## config.mk

```make
export PLATFORM = sky130hd
export DESIGN_NAME = vga_timing_gen
export DESIGN_NICKNAME = d
export VERILOG_FILES = /design/src/rtl/vga_timing_pkg.sv /design/src/rtl/axis_counter.sv /design/src/rtl/vga_timing_gen.sv
export SDC_FILE = /design/constraint.sdc
export NUM_CORES = 1
export LEC_CHECK = 0
export CORE_ASPECT_RATIO = 0.9
export CORE_MARGIN = 5
export CORE_UTILIZATION = 49
export CTS_BUF_LIST = sky130_fd_sc_hd__clkbuf_4
export CTS_CLUSTER_SIZE = 12
export DETAILED_ROUTE_END_ITERATION = 16
export GPL_TIMING_DRIVEN = 0
export PLACE_DENSITY = 0.78
export SLEW_MARGIN = 15
export SYNTH_ARGS = -nofsm -noshare
export SYNTH_HDL_FRONTEND = slang
export SYNTH_SLANG_ARGS = --single-unit
```

## constraint.sdc

```tcl
create_clock -name clk_25MHz -period 2.6 [get_ports clk_25MHz]
set_input_delay 0.52 -clock clk_25MHz [delete_from_list [all_inputs] [get_ports clk_25MHz]]
set_output_delay 0.52 -clock clk_25MHz [all_outputs]
set_load 0.02 [all_outputs]
```

## src/rtl/vga_timing_pkg.sv

```systemverilog
// Shared 640x480@60 timing constants, counter width and small helpers
// for the VGA timing generator.
package vga_timing_pkg;

   localparam int unsigned CNT_W     = 16;
   localparam int unsigned CNT_LIMIT = 65535;

   typedef logic [CNT_W-1:0] cnt_t;

   localparam int unsigned VGA_H_ACTIVE = 640;
   localparam int unsigned VGA_H_FP     = 16;
   localparam int unsigned VGA_H_SYNC   = 96;
   localparam int unsigned VGA_H_BP     = 48;
   localparam int unsigned VGA_V_ACTIVE = 480;
   localparam int unsigned VGA_V_FP     = 10;
   localparam int unsigned VGA_V_SYNC   = 2;
   localparam int unsigned VGA_V_BP     = 33;

   // True when pos lies in [lo, lo+len-1]; the compare is done zero-extended.
   function automatic logic in_span(input cnt_t pos, input int unsigned lo,
                                    input int unsigned len);
      logic [31:0] p;
      p = 32'(pos);
      return (p >= lo) && (p < lo + len);
   endfunction

endpackage

```

## src/rtl/axis_counter.sv

```systemverilog
// Wrap-enabled modulo counter (0..MAX) with terminal-count and next-value
// outputs; resets to MAX so the first enabled step lands on 0.
module axis_counter
   import vga_timing_pkg::*;
#(
   parameter cnt_t MAX = '1
) (
   input  logic clk,
   input  logic rst,
   input  logic en,
   output cnt_t count,
   output cnt_t next,
   output logic tc
);

   always_comb begin
      tc   = (count == MAX);
      next = count;
      if (en) begin
         next = tc ? '0 : count + cnt_t'(1);
      end
   end

   always_ff @(posedge clk or posedge rst) begin
      if (rst) begin
         count <= MAX;
      end else begin
         count <= next;
      end
   end

endmodule

```

## src/rtl/vga_timing_gen.sv

```systemverilog
// VGA raster timing generator: horizontal/vertical position counters with
// registered sync, blanking and line/frame strobes aligned to the counters.
module vga_timing_gen
   import vga_timing_pkg::*;
#(
   parameter int unsigned H_ACTIVE = VGA_H_ACTIVE,
   parameter int unsigned H_FP     = VGA_H_FP,
   parameter int unsigned H_SYNC   = VGA_H_SYNC,
   parameter int unsigned H_BP     = VGA_H_BP,
   parameter int unsigned V_ACTIVE = VGA_V_ACTIVE,
   parameter int unsigned V_FP     = VGA_V_FP,
   parameter int unsigned V_SYNC   = VGA_V_SYNC,
   parameter int unsigned V_BP     = VGA_V_BP,
   parameter logic        H_POL    = 1'b0,
   parameter logic        V_POL    = 1'b0
) (
   input  logic        clk_25MHz,
   input  logic        rst,
   input  logic        pix_en,
   output logic [15:0] H_count_Value,
   output logic [15:0] V_count_Value,
   output logic        hsync,
   output logic        vsync,
   output logic        video_on,
   output logic        line_end,
   output logic        frame_start
);

   localparam int unsigned H_TOTAL = H_ACTIVE + H_FP + H_SYNC + H_BP;
   localparam int unsigned V_TOTAL = V_ACTIVE + V_FP + V_SYNC + V_BP;

   if (H_TOTAL > CNT_LIMIT || V_TOTAL > CNT_LIMIT) begin : g_total_check
      $error("vga_timing_gen: H_TOTAL/V_TOTAL exceed 16-bit counter range");
   end

   localparam cnt_t H_MAX = cnt_t'(H_TOTAL - 1);
   localparam cnt_t V_MAX = cnt_t'(V_TOTAL - 1);

   cnt_t h_next;
   cnt_t v_next;
   logic h_tc;
   logic v_tc;
   logic v_en;

   assign v_en = pix_en & h_tc;

   axis_counter #(.MAX(H_MAX)) u_h_cnt (
      .clk   (clk_25MHz),
      .rst   (rst),
      .en    (pix_en),
      .count (H_count_Value),
      .next  (h_next),
      .tc    (h_tc)
   );

   axis_counter #(.MAX(V_MAX)) u_v_cnt (
      .clk   (clk_25MHz),
      .rst   (rst),
      .en    (v_en),
      .count (V_count_Value),
      .next  (v_next),
      .tc    (v_tc)
   );

   // Outputs are decoded from the next-count values so they land on the same
   // edge as the counters; with pix_en low next equals current, so levels hold.
   always_ff @(posedge clk_25MHz or posedge rst) begin
      if (rst) begin
         hsync       <= ~H_POL;
         vsync       <= ~V_POL;
         video_on    <= 1'b0;
         line_end    <= 1'b0;
         frame_start <= 1'b0;
      end else begin
         hsync       <= in_span(h_next, H_ACTIVE + H_FP, H_SYNC) ? H_POL : ~H_POL;
         vsync       <= in_span(v_next, V_ACTIVE + V_FP, V_SYNC) ? V_POL : ~V_POL;
         video_on    <= (32'(h_next) < H_ACTIVE) && (32'(v_next) < V_ACTIVE);
         line_end    <= pix_en && (h_next == H_MAX);
         // Both counters at terminal count with enable is the only way into (0,0).
         frame_start <= pix_en && h_tc && v_tc;
      end
   end

endmodule

```

==> results.txt <==
nets = 303
first-pass GRT wire length = 10.2 mm
final WL = 5.97 mm
number of antenna violations at the first check in global routing = 0
die area = 0.00601 mm2
crit path time final = 2670 ps
most frequent cells in the layout = clkdlybuf4s50_1, buf_4, dfrtp_1, nand2_1, xnor2_1
1st-iter DRT viols = 183
GP Congestion = 0.866
Clk pwr share = 23.1%
Seq pwr share = 40.9%
Post-Synthesis Cells = 229
clock tree sinks = 37
Comb pwr share = 36.0%
maxcap violations = 0
grt total ovfl = 0
largest fanout on the critical path = 10
period utilization = 103%
IO Pins = 40
Net Switching = 0.577 mW
worst vdd ir = 0.593 mV
number of synthesized register bits = 37
Register Area = 941 um2
Fmax = 374 MHz
number of global-route vias before repair = 2116
Root Driver = clkbuf_4
switching share of power = 32.6%
Core ar. = 0.00443 mm2
CTS tree = built
Yosys warnings = 0
Die X = 81.2 um
final hold slack = 424 ps
TritonCTS buffer count = 5
CTS Hold Buffers Added = 0
Initial Util = 50.4%
post-DP HPWL = 4.00 mm
H-tree levels = 2
Async S/R FF share, synth = 100%
Worst Setup End Kind = flip-flop
per-cell routed wire length = 16.6 um
drt pass-1 iters = 4
commonest non-fill, non-tap cell in the layout = clkdlybuf4s50_1
Residual DRC = 0
largest net degree at the start of global routing = 38
Int Pwr = 1.19 mW
post-route cell area = 0.00307 mm2
Area Overhead vs Synth = 37.3%
IO Port Bufs = 38
post-route worst setup slack = -73.4 ps
DP Area = 0.00274 mm2
status = finished with violations
post-synthesis sequential area ratio = 42.1%
RSZ-0062 raised after global routing = yes
Slew HR = 49.1%
Hold Violations, Final = 0
Bufs on Longest Clock Path = 2
Post-Route Skew = 2.85 ps
vias per cell = 5.91
clock transition at the registers of the reported paths = 110 ps
Power Dens Cells = 577 mW/mm2
Cell Rows = 23
Synthesized Nets = 235
Synth cell types = 51
multi-input logic area = 0.00131 mm2
Hold Path Class = input port to flip-flop
fin. max-slew vios = 0
Inserted Diodes = 0
worst path arrival time = 2950 ps
Die H = 74.1 um
CP required = 2880 ps
All-Layer GR Usage = 22.0%
# setup viols final = 2
ANT nets after route = 0
syn avg cell area = 9.76 um2
Most used DFF post-synth = dfrtp_1
fraction of layout instances using a drive strength above 1 = 28.2%
mapped cell area = 0.00223 mm2
via count = 2127
Crit Path Category = flip-flop to flip-flop
Slew @ Worst Pin = 763 ps
EDFF count, synth = 0
violated checks = setup timing
Layout fillers = 357
Clock Latency Late Sink = 350 ps
P_leak = 1.32 nW
CP Launch Type = flip-flop
## power groups by stage
| stage | registers [mW] | logic [mW] | clock network (mW) |
|---|---|---|---|
| 6_report | 0.724 | 0.637 | 0.409 |
| 3_3_place_gp | 0.769 | 0.424 | 0 |
| 2_1_floorplan | 0.821 | 0.224 | 0 |
| 5_1_grt | 0.729 | 0.687 | 0.441 |
| 3_5_place_dp | 0.773 | 0.437 | 0 |
| 4_1_cts | 0.719 | 0.599 | 0.418 |
## registers in the layout, indices dropped and copies added, names as in the netlist
name           flops
frame_start        1
hsync              1
line_end           1
u_h_cnt.count     16
u_v_cnt.count     16
video_on           1
vsync              1
## metrics by stage
stage | setup WS, ps | util [%] | total power, mW | std cells | TNS [ps]
6_report | -73.4 | 69.3 | 1.77 | 360 | -112
3_3_place_gp | -248 | 61.7 | 1.19 | 329 | -598
4_1_cts | -41.5 | 68.0 | 1.74 | 356 | -76.5
3_5_place_dp | -253 | 61.7 | 1.21 | 329 | -664
5_1_grt | -215 | 69.3 | 1.86 | 360 | -536
2_1_floorplan | -2.38 | - | 1.04 | 229 | -3.67
## layer usage
layer / wire [um] / track usage (%) / vias to the layer above
met4: 184 / 9.19 / 0
met2: 2840 / 35.5 / 105
met1: 2490 / 28.8 / 1030
met3: 447 / 4.84 / 21
li1: - / - / 971
met5: 0 / 0 / -
## logic make-up after synthesis
logic type | share of synthesized area (%)
AOI/OAI and AO/OA | 7.50
xor gates and xnor gates | 9.01
adders and majority gates | 1.68
buffers and inverters | 4.37
DFF | 42.1
muxes | 2.35
and+or+nand+nor | 33.0
## synthesized netlist by cell type (2+ instances only)
cell / n / area (um2)
dfrtp_1: 25 / 626
nand2_1: 23 / 86.3
xnor2_1: 14 / 123
nor2_1: 13 / 48.8
dfstp_2: 12 / 315
inv_1: 10 / 37.5
nand3_1: 10 / 50.1
nand4_1: 10 / 62.6
nor3_1: 10 / 50.1
xor2_1: 9 / 78.8
o21ai_0: 8 / 40.0
nor4b_1: 7 / 61.3
and2_1: 6 / 37.5
buf_2: 6 / 30.0
nor4_1: 6 / 37.5
and4_1: 4 / 35.0
clkbuf_1: 3 / 11.3
ha_1: 3 / 37.5
mux2i_1: 3 / 30.0
nor4bb_1: 3 / 30.0
or2_2: 3 / 18.8
or4b_1: 3 / 30.0
a21o_1: 2 / 15.0
a22o_1: 2 / 17.5
and3_1: 2 / 12.5
mux2_2: 2 / 22.5
nand4b_1: 2 / 17.5
o21ai_1: 2 / 10.0
o31a_1: 2 / 17.5
or3_1: 2 / 12.5
or4_1: 2 / 15.0
## cell type report
cell class,instances,share of cell area [%]
multi-input cells,171,42.5
flip-flops and latches,37,30.7
repair buffers,64,18.8
well taps,62,2.53
plain buffers,8,1.75
clock buffers,6,1.47
inverters,10,1.22
clock inverters,2,1.10
## worst max-delay path, cell delays in order (launching register included)
cell	delay (ps)
dfstp_2	650
nand4_1	260
nor4_1	380
o21ai_0	150
a21o_1	190
or4b_4	550
or4_4	420
## final timing paths
path | from | to | slack, ps | depth (start not counted)
min in group asynchronous | rst | u_h_cnt.count[12] | 610 | 2
min reg2reg | u_h_cnt.count[9] | u_h_cnt.count[9] | 590 | 2
min | pix_en | u_h_cnt.count[1] | 420 | 2
max | u_v_cnt.count[2] | vsync | -70 | 6
max reg2reg | u_v_cnt.count[2] | vsync | -70 | 6
max in group asynchronous | rst | u_h_cnt.count[15] | 1500 | 2
## repair_timing
action                                  CTS  global route
pin swaps                                 5             2
buffers inserted                         21             5
resized for setup                        15             4
gates cloned                              0             0
endpoints found under the setup margin    4             4
No activity file was read; power rests on OpenSTA's default activity.
==> edit (config.mk and constraints unchanged) <==
Make the reset (`rst`) synchronous in 2 clocked blocks.
--- a/src/rtl/axis_counter.sv
+++ b/src/rtl/axis_counter.sv
@@ -22,5 +22,5 @@
    end
 
-   always_ff @(posedge clk or posedge rst) begin
+   always_ff @(posedge clk) begin
       if (rst) begin
          count <= MAX;
--- a/src/rtl/vga_timing_gen.sv
+++ b/src/rtl/vga_timing_gen.sv
@@ -65,5 +65,5 @@
    // Outputs are decoded from the next-count values so they land on the same
    // edge as the counters; with pix_en low next equals current, so levels hold.
-   always_ff @(posedge clk_25MHz or posedge rst) begin
+   always_ff @(posedge clk_25MHz) begin
       if (rst) begin
          hsync       <= ~H_POL;
Function: differs if rst is asserted again (counterexample within 4 cycles, from zero or initial values and one cycle with rst high); with rst held inactive, the same outputs for 10 cycles.
==> edit against the unedited design <==
Sequential share of layout area down 2.7 points. Synthesized area is 8.5% lower. Sequential cell count is the same. Cell count fell by 2.2%. Count of clock-buffer cells in the layout unchanged. Total power is 17% lower. Routed wire length decreased by 8.7%. First-iteration DRC count decreased by 10%. Cell area fell by 13%. Global-route usage decreased by 1.4 points. Setup slack better by 170 ps.
==> edit: results <==
[synthesis]
ys.flop_type = "dfxtp_1"
synthTopCellsByCount = "dfxtp_1, nand2_1, nor2_1, nor3_1, nand4_1"
synth_cell_types = 43
async_reset_ff_frac = 0
seq_area_frac_synth = 0.362
synth_area_sq_um = 2050
synth_nets = 262
ys_warn_count = 0
synth_cells = 256
synthTopCellsByArea = "dfxtp_1, nand2_1, nor2_1"

[place]
port_buffers = 38
place_congestion = 0.932
dp_cells = 342
dp_hpwl_um = 3860

[clock_tree]
root_buffer = "clkbuf_4"
htree_levels = 2
insertion_delay_ps = 360
cts.path.max_buffers = 2
cts.clk_slew.worst_paths_ps = 120
numCtsBuffers = 5

[finish]
layout-drive-gt1-share = 0.141
largest_registers = "u_h_cnt.count (16), u_v_cnt.count (16)"
n_fill_cell = 353
stdcell_count = 352
diodes = 0
nets = 309

[routing]
wl_um = 5450
drtIter0Drc = 164
ant_nets = 0
vias_per_cell = 5.90
dr.pass1.iters = 4

[global_routing]
first_global_vias = 1914
antenna_found_initial = 0
grt_usage = 0.206
grt_max_degree = 12
grt_pass1_wl_um = 9340

[critical_path]
startpoint = "u_h_cnt.count[10]"
path_max_fanout = 7
worstRegToRegCells = 8
endpoint = "video_on"
reg2reg_slack_ps = 90
worstPathArrival_ps = 2810

[run_status]
status = "finished, final reports clean"

[power_and_ir_drop]
power.leakage_nw = 0.975
peakVddDrop_mv = 0.334
p_int_mw = 0.919

[hold_path]
worstHoldPathType = "flop to flop"

[timing]
fin_worst_skew_ps = 10.5
worstMarginPinSlew_ps = 573
-- edit: power by group through the flow --
stage / combinational, mW / sequential [mW] / clock (mW)
floorplan: 0.266 / 0.696 / 0
global placement: 0.441 / 0.663 / 0
detailed placement: 0.444 / 0.664 / 0
CTS: 0.453 / 0.661 / 0.320
global route: 0.529 / 0.681 / 0.349
finish: 0.487 / 0.672 / 0.311
-- edit: layout make-up --
type	instances	area (sq um)	share of cell area
plain buffers	6	26.3	0.00981
inverters	7	26.3	0.00981
flip-flops and latches	37	749	0.280
clock inverters	2	10.0	0.00374
clock buffers	6	45.0	0.0168
multi-input cells	202	1340	0.499
well taps	48	60.1	0.0224
repair buffers	44	425	0.159
-- edit: what timing repair did --
action	in CTS	in global routing
setup buffers	2	4
gates resized for setup	10	15
pin swaps	2	3
setup endpoints to repair	4	6
-- edit: per-layer routing --
metal  wire length, um  share of wire  track usage
met5                 0              0            0
met4               137          0.025       0.0882
met3               350          0.064       0.0440
met2              2390           0.44        0.292
met1              2570           0.47        0.299
-- edit: logic make-up (layout without fill, tap and decap cells) --
family,after synthesis,count (layout),share of synthesized area
AO/OA/AOI/OAI,38,38,0.114
XOR/XNOR,24,24,0.103
adder cells (fa/ha/maj),3,3,0.0184
buffers and inverters,17,65,0.0330
flip-flops,37,37,0.362
multiplexers,2,2,0.0104
AND/OR/NAND/NOR,135,135,0.360
-- edit: worst max-delay path, cell delays in order (launching register included) --
cell	delay, ps
dfxtp_2	370
or3_4	430
nor4_2	320
nand3_1	260
buf_4	220
nor3_1	190
a31oi_1	140
a211oi_2	290
and4b_1	240
-- edit: stage by stage --
stage | setup slack (ps) | setup TNS (ps) | hold WS [ps] | cell area [sq um]
detailed placement | -305 | -923 | 528 | 2490
global route | -1.70 | -1.70 | 572 | 2680
CTS | 2.99 | 0 | 552 | 2600
global placement | -260 | -825 | 518 | 2490
finish | 93.5 | 0 | 535 | 2680
floorplan | 58.4 | 0 | 575 | 2050
-- edit: worst min path at each step --
stage / start / endpoint / slack, ps / depth (start not counted)
CTS: u_v_cnt.count[0] / u_v_cnt.count[0] / 550 / 2
detailed placement: u_v_cnt.count[0] / u_v_cnt.count[0] / 530 / 2
finish: u_v_cnt.count[0] / u_v_cnt.count[0] / 540 / 2
floorplan: u_v_cnt.count[0] / u_v_cnt.count[0] / 570 / 2
global placement: u_v_cnt.count[0] / u_v_cnt.count[0] / 520 / 2
global route: u_v_cnt.count[0] / u_v_cnt.count[0] / 570 / 2
